==> config.mk <==
export PLATFORM = sky130hd
export DESIGN_NAME = ov_cam_init_seq
export DESIGN_NICKNAME = d
export VERILOG_FILES = /design/src/rtl/ov_cam_init_seq.sv
export SDC_FILE = /design/constraint.sdc
export NUM_CORES = 1
export LEC_CHECK = 0
export CORE_MARGIN = 3
export CORE_UTILIZATION = 25
export DETAILED_ROUTE_END_ITERATION = 8
export GPL_ROUTABILITY_DRIVEN = 0
export PLACE_DENSITY = 0.4
export SKIP_LAST_GASP = 1
export SLEW_MARGIN = 20
export SYNTH_ARGS = -nofsm -noshare
export SYNTH_HDL_FRONTEND = slang
export SYNTH_SLANG_ARGS = --single-unit
export TNS_END_PERCENT = 20
==> constraint.sdc <==
create_clock -name clk -period 13.61 [get_ports clk]
set_input_delay 2.722 -clock clk [delete_from_list [all_inputs] [get_ports clk]]
set_output_delay 2.722 -clock clk [all_outputs]
set_load 0.1 [all_outputs]
==> src/rtl/ov_cam_init_seq.sv <==
// rtl/ov_cam_init_seq.sv - camera register init sequencer driving an SCCB master from a ROM table
module ov_cam_init_seq #(
  parameter logic [7:0] DEV_ADDR  = 8'h42,
  parameter int         TBL_DEPTH = 64,
  parameter int         IDX_W     = 6,
  parameter int         PWR_WAIT  = 1024,
  parameter int         DLY_UNIT  = 1000,
  parameter int         BUSY_TMO  = 64
) (
  input  logic             clk,
  input  logic             reset,
  input  logic             start,
  output logic [IDX_W-1:0] rom_addr,
  input  logic [15:0]      rom_data,
  output logic [7:0]       addr,
  output logic [7:0]       subaddr,
  output logic [7:0]       w_data,
  output logic             tr_start,
  input  logic             busy,
  output logic             init_done,
  output logic             init_err,
  output logic [IDX_W:0]   wr_count
);

  // one counter serves both the power-up wait and delay entries, so size it for the larger
  localparam int DLY_W = 8 + $clog2(DLY_UNIT);
  localparam int PWR_W = $clog2(PWR_WAIT + 1);
  localparam int CNT_W = (DLY_W > PWR_W) ? DLY_W : PWR_W;
  localparam int TMO_W = $clog2(BUSY_TMO + 1);

  localparam logic [IDX_W-1:0] LAST_IDX = IDX_W'(TBL_DEPTH - 1);
  localparam logic [CNT_W-1:0] PWR_LOAD = CNT_W'(PWR_WAIT - 1);
  localparam logic [CNT_W-1:0] DLY_MUL  = CNT_W'(DLY_UNIT);
  localparam logic [TMO_W-1:0] TMO_LAST = TMO_W'(BUSY_TMO - 1);

  typedef enum logic [3:0] {
    S_IDLE, S_PWR, S_FETCH, S_DECODE, S_REQ, S_XFER, S_DLY, S_DONE, S_ERR
  } state_t;

  state_t           r_state, w_state_nx;
  logic [IDX_W-1:0] r_rom_addr, w_rom_addr_nx;
  logic [7:0]       r_subaddr, w_subaddr_nx;
  logic [7:0]       r_w_data, w_w_data_nx;
  logic             r_tr_start, w_tr_start_nx;
  logic             r_done, w_done_nx;
  logic             r_err, w_err_nx;
  logic [IDX_W:0]   r_wr_count, w_wr_count_nx;
  logic [CNT_W-1:0] r_cnt, w_cnt_nx;
  logic [TMO_W-1:0] r_tmo, w_tmo_nx;
  logic             w_last;
  logic [CNT_W-1:0] w_dly_load;

  assign w_last     = (r_rom_addr == LAST_IDX);
  assign w_dly_load = CNT_W'(rom_data[7:0]) * DLY_MUL - CNT_W'(1);

  // state and datapath registers, synchronous active-low reset
  always_ff @(posedge clk) begin
    if (!reset) begin
      r_state    <= S_IDLE;
      r_rom_addr <= '0;
      r_subaddr  <= '0;
      r_w_data   <= '0;
      r_tr_start <= 1'b0;
      r_done     <= 1'b0;
      r_err      <= 1'b0;
      r_wr_count <= '0;
      r_cnt      <= '0;
      r_tmo      <= '0;
    end else begin
      r_state    <= w_state_nx;
      r_rom_addr <= w_rom_addr_nx;
      r_subaddr  <= w_subaddr_nx;
      r_w_data   <= w_w_data_nx;
      r_tr_start <= w_tr_start_nx;
      r_done     <= w_done_nx;
      r_err      <= w_err_nx;
      r_wr_count <= w_wr_count_nx;
      r_cnt      <= w_cnt_nx;
      r_tmo      <= w_tmo_nx;
    end
  end

  // next-state and next-register logic; the last table slot never wraps, it errors instead
  always_comb begin
    w_state_nx    = r_state;
    w_rom_addr_nx = r_rom_addr;
    w_subaddr_nx  = r_subaddr;
    w_w_data_nx   = r_w_data;
    w_tr_start_nx = r_tr_start;
    w_done_nx     = r_done;
    w_err_nx      = r_err;
    w_wr_count_nx = r_wr_count;
    w_cnt_nx      = r_cnt;
    w_tmo_nx      = r_tmo;
    case (r_state)
      S_IDLE, S_DONE, S_ERR: begin
        if (start) begin
          w_done_nx     = 1'b0;
          w_err_nx      = 1'b0;
          w_wr_count_nx = '0;
          w_rom_addr_nx = '0;
          w_cnt_nx      = PWR_LOAD;
          w_state_nx    = S_PWR;
        end
      end
      S_PWR: begin
        if (r_cnt == '0) w_state_nx = S_FETCH;
        else             w_cnt_nx   = r_cnt - CNT_W'(1);
      end
      S_FETCH: w_state_nx = S_DECODE;
      S_DECODE: begin
        if (rom_data == 16'hFFFF) begin
          w_done_nx  = 1'b1;
          w_state_nx = S_DONE;
        end else if (rom_data[15:8] == 8'hFF) begin
          if (rom_data[7:0] != 8'h00) begin
            w_cnt_nx   = w_dly_load;
            w_state_nx = S_DLY;
          end else if (w_last) begin
            w_err_nx   = 1'b1;
            w_state_nx = S_ERR;
          end else begin
            w_rom_addr_nx = r_rom_addr + IDX_W'(1);
            w_state_nx    = S_FETCH;
          end
        end else begin
          w_subaddr_nx  = rom_data[15:8];
          w_w_data_nx   = rom_data[7:0];
          w_tr_start_nx = 1'b1;
          w_tmo_nx      = '0;
          w_state_nx    = S_REQ;
        end
      end
      S_REQ: begin
        if (busy) begin
          w_tr_start_nx = 1'b0;
          w_state_nx    = S_XFER;
        end else if (r_tmo == TMO_LAST) begin
          w_tr_start_nx = 1'b0;
          w_err_nx      = 1'b1;
          w_state_nx    = S_ERR;
        end else begin
          w_tmo_nx = r_tmo + TMO_W'(1);
        end
      end
      S_XFER: begin
        if (!busy) begin
          w_wr_count_nx = r_wr_count + (IDX_W+1)'(1);
          if (w_last) begin
            w_err_nx   = 1'b1;
            w_state_nx = S_ERR;
          end else begin
            w_rom_addr_nx = r_rom_addr + IDX_W'(1);
            w_state_nx    = S_FETCH;
          end
        end
      end
      S_DLY: begin
        if (r_cnt != '0) begin
          w_cnt_nx = r_cnt - CNT_W'(1);
        end else if (w_last) begin
          w_err_nx   = 1'b1;
          w_state_nx = S_ERR;
        end else begin
          w_rom_addr_nx = r_rom_addr + IDX_W'(1);
          w_state_nx    = S_FETCH;
        end
      end
      default: w_state_nx = S_IDLE;
    endcase
  end

  assign addr      = {DEV_ADDR[7:1], 1'b0};
  assign rom_addr  = r_rom_addr;
  assign subaddr   = r_subaddr;
  assign w_data    = r_w_data;
  assign tr_start  = r_tr_start;
  assign init_done = r_done;
  assign init_err  = r_err;
  assign wr_count  = r_wr_count;

endmodule

==> flow_summary.toml <==
[global_route]
overflow = 0
antenna_found_initial = 0
grt_first_pass_wirelength_um = 23000
grt_max_degree = 43
grt_pass1_vias = 4406
gr-usage-all-layers = 0.130

[sta]
slew_viol_final = 0
worst_pin_slew_ps = 1010
period_share = 0.581
setup_viol = 0
clock.fmax_mhz = 126
max-slew-margin-rel = 0.324
rsz0062_at_grt = "no"
clock_skew_ps = 8.55
min_period_ps = 7910
finalSetupTns_ps = 0
final_hold_viol_count = 0

[routing]
vias_per_cell = 4.89
ant_nets = 0
wl_per_cell_um = 15.1
wl_um = 14000
drt_iter0_drc = 200
firstDrtPassIters = 4
route.detailed.drc = 0
vias = 4552

[worst_setup_path]
critPathMostFrequentCell = "fa_1"
crit_slowest_cell = "a2111oi_0"
critical_path_buf_inv_count = 3
start_kind = "primary input"
max_stage_delay_ps = 830
crit_required_ps = 13870
end_kind = "flip-flop"
cp.arrival_ps = 8170
path_class = "in -> reg"
critPathMaxFanout = 9
path_delay_family = "adder cells"
crit_chain = "clkdlybuf4s50_1 > fa_1 > inv_1 > fa_1 > fa_1 > inv_1 > fa_1 > ha_1 > o21ai_0 > o21ai_0 > nand3_1 > a2111oi_0 > o2111ai_1 > xnor2_1 > o21ai_0"

[synthesis]
ys_top_cells_by_area = "dfxtp_1, ha_1, fa_1, nand2_1, nor2_1"
postSynth.asyncResetShare = 0
ys_ff_latch = 61
synth_area_sq_um = 5060
ys_seq_area_frac = 0.241
synth_top_area_frac = 0.241
ys_warn_count = 0
syn_area_per_cell_sq_um = 8.14
yosys.area.top_type = "dfxtp_1"
syn_inst = 622
synthFlopType = "dfxtp_1"
synth-edff-count = 0
ys_types = 72

[clocking]
post_cts_buffers = 0
cts.sinks = 61
cts_hold_buf = 0
clockRootBuffer = "clkbuf_16"
htreeDepth = 3
cts_resized = 0
clkTransAtPathRegs_ps = 60
insertion_delay_ps = 340
cts_tree = "yes"
clockBufferDepth = 2
cts_buffers = 9

[layout]
drive_gt1_frac = 0.0661
antennaDiodeCount = 0
final_cell_mix = "nand2_1, dfxtp_1, nor2_1, clkdlybuf4s50_1"
finalNonFillerCells = 931
fin_nets = 748
layout_commonest_cell = "nand2_1"
syn2layout_area_growth_pct = 20.7

[place]
dp_hpwl_um = 11100
placed_cells = 915
port_buffers = 51

[power_and_ir_drop]
power_switching_uw = 592
cellPowerDensity_nw_per_um2 = 197
p_leak_uw = 0.00237
p_int_uw = 615
comb_power_share = 0.606
power.share.sequential = 0.204
switching_share = 0.490
pwr-share-clk = 0.190
vdd_drop_max_uv = 97.9

[min_path]
hold_class = "reg -> reg"

[floorplan]
start_util = 0.258
fp-row-count = 51
die-area_sq_um = 22000
die_y_um = 148
core-area_sq_um = 19700
num_io_pins = 60
die_x_um = 148

[job]
maxCapViolations = 0

[status]
status = "finished, final reports clean"
==> worst paths after layout <==
kind	end	startpoint	depth (start not counted)	slack [ps]
setup / recovery	r_cnt[16]	rom_data[0]	15	5700
hold / removal	w_data[0]	w_data[0]	2	450
setup reg to reg	r_cnt[15]	r_state[0]	9	10440
hold reg to reg	w_data[0]	w_data[0]	2	450
==> flip-flops by register name, indices dropped and copies added (netlist names) <==
signal / cells
w_data: 8
wr_count: 7
rom_addr: 6
init_done: 1
r_tmo: 7
r_state: 4
subaddr: 8
tr_start: 1
init_err: 1
r_cnt: 18
==> cells by family after synthesis <==
kind of cell / after synthesis / share of synthesized area
AND/OR/NAND/NOR: 219 / 0.214
buffers and inverters: 79 / 0.0647
adder cells (fa/ha/maj): 68 / 0.200
XOR/XNOR: 26 / 0.0450
multiplexers: 5 / 0.00988
AO/OA/AOI/OAI: 162 / 0.224
flip-flops: 61 / 0.241
other: 2 / 0.00148
==> per-stage QoR <==
stage | hold WS, ps | area, sq um | worst slack [ps] | total power (uW) | utilization
6_report | 455 | 6110 | 5700 | 1210 | 0.311
3_3_place_gp | 445 | 5810 | 5490 | 981 | 0.296
5_1_grt | 481 | 6110 | 5190 | 1310 | 0.311
2_1_floorplan | 458 | 5090 | 6560 | 808 | -
3_5_place_dp | 448 | 5810 | 5310 | 981 | 0.296
4_1_cts | 457 | 6110 | 5650 | 1220 | 0.311
==> layout make-up <==
cell class	instances	area (sq um)
inverters	45	169
multi-input cells	488	3540
clock inverters	7	73.8
fillers	2154	13500
well taps	265	332
repair buffers	56	548
clock buffers	9	225
flip-flops and latches	61	1220
==> cells in the mapped netlist, types with 11 or more instances <==
master,n
a21boi_0,15
a21oi_1,32
clkbuf_1,23
dfxtp_1,61
fa_1,22
ha_1,45
inv_1,45
nand2_1,63
nand3_1,18
nor2_1,51
nor2b_1,11
nor3_1,14
o21ai_0,34
xnor2_1,14
xor2_1,12
==> metal layers <==
layer / global-route usage / share of wire / vias up
met5: 0 / 0 / -
met4: 0.0490 / 0.019 / 0
met3: 0.0198 / 0.035 / 16
met2: 0.211 / 0.47 / 84
met1: 0.173 / 0.48 / 2161
li1: - / - / 2291
==> worst min-delay path, stage by stage, from the launching register on <==
cell     delay (ps)
dfxtp_1         310
nand2_1          50
a21oi_1          50
==> power by group through the flow <==
stage,sequential [uW],clock (uW),combinational (uW)
6_report,246,229,731
3_3_place_gp,248,0,733
2_1_floorplan,277,0,531
3_5_place_dp,249,0,732
5_1_grt,252,245,818
4_1_cts,245,237,737
No activity file was read; power rests on OpenSTA's default activity.
